<file path="config.mk">
export PLATFORM = sky130hd
export DESIGN_NAME = contention_monitor
export DESIGN_NICKNAME = d
export VERILOG_FILES = /design/src/rtl/cphy_lp_pkg.sv /design/src/rtl/contention_filter.sv /design/src/rtl/contention_monitor.sv
export SDC_FILE = /design/constraint.sdc
export NUM_CORES = 1
export LEC_CHECK = 0
export CAP_MARGIN = 20
export CORE_UTILIZATION = 55
export DETAILED_ROUTE_END_ITERATION = 7
export PLACE_DENSITY = 0.85
export SYNTH_ARGS = -nofsm -noshare
export SYNTH_HDL_FRONTEND = slang
export SYNTH_SLANG_ARGS = --single-unit
</file>
<file path="constraint.sdc">
create_clock -name Clk -period 2.07 [get_ports Clk]
set_input_delay 0.5175 -clock Clk [delete_from_list [all_inputs] [get_ports Clk]]
set_output_delay 0.5175 -clock Clk [all_outputs]
set_load 0.005 [all_outputs]
</file>
<file path="src/rtl/cphy_lp_pkg.sv">
// Shared C-PHY LP definitions: contention monitor state encoding and counter widths.
package cphy_lp_pkg;

  // Filter threshold range 1..15 and holdoff range 1..255 set these widths.
  localparam int unsigned FILTER_W    = 4;
  localparam int unsigned HOLDOFF_W   = 8;
  localparam int unsigned ERR_COUNT_W = 8;

  typedef logic [1:0] contention_state_t;

  localparam contention_state_t IDLE    = 2'd0;
  localparam contention_state_t SETTLE  = 2'd1;
  localparam contention_state_t MONITOR = 2'd2;
  localparam contention_state_t ERROR   = 2'd3;

endpackage

</file>
<file path="src/rtl/contention_filter.sv">
// Saturating consecutive-high counter for one raw contention flag.
// hit is combinational: it is high on the edge where the counter would reach THRESHOLD.
module contention_filter
  import cphy_lp_pkg::*;
#(
  parameter int unsigned THRESHOLD = 4
) (
  input  logic clk,
  input  logic rst,
  input  logic sample_en,
  input  logic flag,
  output logic hit
);

  localparam logic [FILTER_W-1:0] THR    = FILTER_W'(THRESHOLD);
  localparam logic [FILTER_W-1:0] THR_M1 = FILTER_W'(THRESHOLD - 1);

  logic [FILTER_W-1:0] count;

  // Count consecutive high samples; any low sample or disabled sampling clears.
  always_ff @(posedge clk) begin
    if (rst || !sample_en || !flag) begin
      count <= '0;
    end else if (count != THR) begin
      count <= count + 1'b1;
    end
  end

  assign hit = sample_en && flag && (count >= THR_M1);

endmodule

</file>
<file path="src/rtl/contention_monitor.sv">
// LP contention qualifier: masks driver settling after LpTxEn, filters raw
// detector flags, and on qualified contention forces LP drivers off, latches
// sticky flags and pulses an interrupt.
// Optional macro CONTENTION_ERR_COUNT_EN adds the saturating ContentionErrCount output.
module contention_monitor
  import cphy_lp_pkg::*;
#(
  parameter int unsigned FILTER_CYCLES  = 4,
  parameter int unsigned HOLDOFF_CYCLES = 8
) (
  input  logic                   Clk,
  input  logic                   Rst,
  input  logic                   ErrContentionP0,
  input  logic                   ErrContentionP1,
  input  logic                   LpTxEn,
  input  logic                   ErrClear,
  output logic                   LpTxForceOff,
  output logic                   ErrContentionLp0,
  output logic                   ErrContentionLp1,
  output logic                   ContentionIrq
`ifdef CONTENTION_ERR_COUNT_EN
  ,
  output logic [ERR_COUNT_W-1:0] ContentionErrCount
`endif
);

  localparam logic [HOLDOFF_W-1:0] HOLD_LAST = HOLDOFF_W'(HOLDOFF_CYCLES - 1);

  contention_state_t    state;
  logic [HOLDOFF_W-1:0] hold_cnt;
  logic                 sample_en;
  logic                 hit0;
  logic                 hit1;
  logic                 err_entry;

  // Filters only sample in MONITOR with the transmitter still enabled, so an
  // enable drop both clears the counters and suppresses a same-edge threshold hit.
  assign sample_en = (state == MONITOR) && LpTxEn;
  assign err_entry = sample_en && (hit0 || hit1);

  contention_filter #(.THRESHOLD(FILTER_CYCLES)) u_filter_p0 (
    .clk       (Clk),
    .rst       (Rst),
    .sample_en (sample_en),
    .flag      (ErrContentionP0),
    .hit       (hit0)
  );

  contention_filter #(.THRESHOLD(FILTER_CYCLES)) u_filter_p1 (
    .clk       (Clk),
    .rst       (Rst),
    .sample_en (sample_en),
    .flag      (ErrContentionP1),
    .hit       (hit1)
  );

  // State sequencing, holdoff timing and registered reaction outputs.
  always_ff @(posedge Clk) begin
    if (Rst) begin
      state            <= IDLE;
      hold_cnt         <= '0;
      LpTxForceOff     <= 1'b0;
      ErrContentionLp0 <= 1'b0;
      ErrContentionLp1 <= 1'b0;
      ContentionIrq    <= 1'b0;
    end else begin
      ContentionIrq <= 1'b0;
      case (state)
        IDLE: begin
          hold_cnt <= '0;
          if (LpTxEn) begin
            state <= SETTLE;
          end
        end
        SETTLE: begin
          if (!LpTxEn) begin
            state    <= IDLE;
            hold_cnt <= '0;
          end else if (hold_cnt == HOLD_LAST) begin
            state    <= MONITOR;
            hold_cnt <= '0;
          end else begin
            hold_cnt <= hold_cnt + 1'b1;
          end
        end
        MONITOR: begin
          if (!LpTxEn) begin
            state <= IDLE;
          end else if (err_entry) begin
            state            <= ERROR;
            LpTxForceOff     <= 1'b1;
            ErrContentionLp0 <= hit0;
            ErrContentionLp1 <= hit1;
            ContentionIrq    <= 1'b1;
          end
        end
        ERROR: begin
          if (ErrClear && !LpTxEn) begin
            state            <= IDLE;
            LpTxForceOff     <= 1'b0;
            ErrContentionLp0 <= 1'b0;
            ErrContentionLp1 <= 1'b0;
          end
        end
        default: begin
          state <= IDLE;
        end
      endcase
    end
  end

`ifdef CONTENTION_ERR_COUNT_EN
  // Lifetime count of ERROR entries; saturates and clears only on reset.
  always_ff @(posedge Clk) begin
    if (Rst) begin
      ContentionErrCount <= '0;
    end else if (err_entry && (ContentionErrCount != '1)) begin
      ContentionErrCount <= ContentionErrCount + 1'b1;
    end
  end
`else
  // No error counter in this build.
`endif

endmodule

</file>
==> results.sh <==
export IMPL_status="finished, final reports clean"
export IMPL_seq_area_frac_synth=0.3960
export IMPL_clock_skew_ns=0.008400
export IMPL_syn_cell_area_um2=1112
export IMPL_crit_start="ErrContentionLp1"
export IMPL_power_share_sequential=0.546
export IMPL_finalMaxSlewViolations=0
export IMPL_dr_first_iter_drc_count=15
export IMPL_cts_hold_buf=0
export IMPL_cap_violations=0
export IMPL_worstPathMaxFanout=2
export IMPL_port_buffers=9
export IMPL_clk_pin_slew_ns=0.12
export IMPL_drcViolationCount=0
export IMPL_fin_area_um2=1285
export IMPL_grt_pass1_vias=833
export IMPL_fmax_mhz=594.4
export IMPL_dieArea_um2=2206
export IMPL_viasPerCell=5.688
export IMPL_hold_violations=0
export IMPL_fin_crit_sh=0.8128
export IMPL_die_w_um=46.97
export IMPL_cts_setup_buffers=0
export IMPL_fin_crit_ns=1.682
export IMPL_cp_required_ns=1.55
export IMPL_drt_wirelength_per_cell_um=13.47
export IMPL_coreArea_um2=1802
export IMPL_holdWs_ns=0.4835
export IMPL_cp_slowest_cell="clkdlybuf4s50_1"
export IMPL_nets=147
export IMPL_p_switching_mw=0.1469
export IMPL_ir_drop_mv=0.5086
export IMPL_crit_buf_inv=1
export IMPL_grt_max_degree=15
export IMPL_crit_path_end_kind="primary output"
export IMPL_worst_pin_slew_ns=0.4427
export IMPL_p_int_mw=0.6355
export IMPL_place_area_um2=1232
export IMPL_syn_nets=134
export IMPL_cts_resized=0
export IMPL_routed_wl_um=2155
export IMPL_first_pass_iters=4
export IMPL_grt_pass1_wl_um=3408
export IMPL_htreeDepth=1
export IMPL_drt_antenna_violating_nets=0
export IMPL_slew_headroom=0.7045
export IMPL_yosys_warnings=0
export IMPL_cts_tree="yes"
export IMPL_cts_buffer_depth=2
export IMPL_rows=15
export IMPL_final_setup_viol_count=0
export IMPL_start_util=0.6174
export IMPL_area_delta_synth_final_pct=15.52
export IMPL_track_usage=0.2219
export IMPL_worst_path_largest_cell_delay_ns=0.50
export IMPL_p_leak_nw=0.4716
export IMPL_worst_r2r_startpoint="hold_cnt[0]"
export IMPL_cts_buffers=3
export IMPL_n_antenna_cell=0
export IMPL_dpl_hpwl_um=1591
export IMPL_grt_overflow=0
export IMPL_crit_path_start_kind="register"
export IMPL_drive_above_1_share=0.08889
export IMPL_synth_distinct_cells=38
export IMPL_vias=910
export IMPL_clkSinkCount=22
export IMPL_dieHeight_um=46.97
export IMPL_p_comb_frac=0.037
export IMPL_rsz0062_at_grt="false"
export IMPL_pwr_density_cell_nw_per_um2=608.8
export IMPL_synth_seq_cells=22
export IMPL_cp_top_family="buffers and inverters"
export IMPL_worstHoldStart="LpTxForceOff"
export IMPL_insertion_delay_ns=0.31
export IMPL_routabilityCongestion=0.8045
export IMPL_cts_root_buf="clkbuf_4"
export IMPL_hold_class="register to register"
export IMPL_antenna_found_initial=0
export IMPL_crit_chain="clkdlybuf4s50_1"
export IMPL_swShare=0.1878
export IMPL_p_clk_frac=0.417
export IMPL_crit_type="register to primary output"
export IMPL_final_util=0.7132
export IMPL_crit_arrival_ns=1.16
export IMPL_syn_area_per_cell_um2=9.043
export IMPL_synthCells=123
export IMPL_tns_ns=0
export IMPL_top_level_ports=10
-- area by class of cell --
class	count	area, µm²
multi-input combinational	89	625.6
fill	154	516.7
sequential	22	440.4
timing repair buffer	10	97.59
inverter	10	37.54
tap	25	31.28
clock inverter	1	30.03
clock buffer	3	22.52
-- power by group through the flow --
stage / sequential (mW) / combinational [mW] / clock, mW
2_1_floorplan: 0.436 / 0.0118 / 0
3_3_place_gp: 0.437 / 0.0281 / 0
3_5_place_dp: 0.437 / 0.0288 / 0
4_1_cts: 0.427 / 0.0290 / 0.334
5_1_grt: 0.428 / 0.0311 / 0.352
6_report: 0.427 / 0.0289 / 0.326
-- stage by stage --
stage	power, mW	worst slack [ns]	cells
finish	0.7824	0.3875	160
global route	0.8117	0.3267	160
CTS	0.7904	0.3672	160
detailed placement	0.4656	0.1664	156
global placement	0.4648	0.2134	156
floorplan	0.4479	0.6945	123
-- Yosys cell counts --
cell       instances  share of area
dfxtp_1           22           0.40
nor2_1            12          0.040
nand2_1           10          0.034
inv_1              9          0.030
a21oi_1            7          0.031
ha_1               5          0.056
o21ai_0            5          0.022
mux2i_1            4          0.036
nor3_1             4          0.018
a221oi_2           3          0.040
nand3b_1           3          0.020
or3_1              3          0.017
a211oi_1           2          0.013
and2_1             2          0.011
and3b_1            2          0.016
nand3_1            2         0.0090
nand4_1            2          0.011
nand4b_1           2          0.016
o211ai_1           2          0.013
o31ai_1            2          0.013
xnor2_1            2          0.016
xor2_1             2          0.016
a2111oi_0          1         0.0079
a21o_1             1         0.0068
a311oi_1           1         0.0079
a41o_1             1         0.0090
and4bb_1           1          0.011
buf_2              1         0.0045
clkbuf_1           1         0.0034
inv_2              1         0.0034
nand2b_1           1         0.0056
nand4b_2           1          0.013
nand4bb_1          1          0.010
o2111ai_1          1         0.0079
o21ai_2            1         0.0079
o31a_1             1         0.0079
or2_1              1         0.0056
or3_4              1          0.010
-- worst paths after layout --
path / end / slack (ns) / depth (start not counted)
hold reg to reg: LpTxForceOff / 0.48 / 2
setup / recovery: ErrContentionLp1 / 0.39 / 1
setup reg to reg: state[0] / 0.51 / 4
hold / removal: LpTxForceOff / 0.48 / 2
-- sequential cells by signal, indices dropped and copies added (netlist names) --
register           cells
state                  2
u_filter_p1.count      4
ErrContentionLp1       1
LpTxForceOff           1
hold_cnt               8
ContentionIrq          1
u_filter_p0.count      4
ErrContentionLp0       1
-- cells by family (layout without fill, tap and decap cells) --
| kind of cell | Yosys count | after routing | share of synthesized area |
|---|---|---|---|
| and+or+nand+nor | 48 | 48 | 0.2486 |
| AOI/OAI and AO/OA | 28 | 28 | 0.1901 |
| DFF | 22 | 22 | 0.3959 |
| buffers and inverters | 12 | 24 | 0.04161 |
| adders and majority gates | 5 | 5 | 0.05624 |
| xor gates and xnor gates | 4 | 4 | 0.03150 |
| muxes | 4 | 4 | 0.03600 |
-- placed cells by master (no fill, tap or decap), types with 4 or more instances in the layout --
| cell | synthesis | final |
|---|---|---|
| clkdlybuf4s50_1 | 0 | 9 |
| inv_1 | 9 | 9 |
| o21ai_0 | 5 | 5 |
| nor2_1 | 12 | 12 |
| ha_1 | 5 | 5 |
| dfxtp_1 | 22 | 22 |
| mux2i_1 | 4 | 4 |
| nor3_1 | 4 | 4 |
| a21oi_1 | 7 | 7 |
| nand2_1 | 10 | 10 |
-- metal layers --
metal  vias to the layer above  track usage  share of wire
met1                       428       0.2576           0.46
met3                         4      0.07308          0.021
met5                         -            0              0
met2                         9       0.3806           0.50
li1                        469            -              -
met4                         0      0.08000         0.0097
No activity file was read; power rests on OpenSTA's default activity.
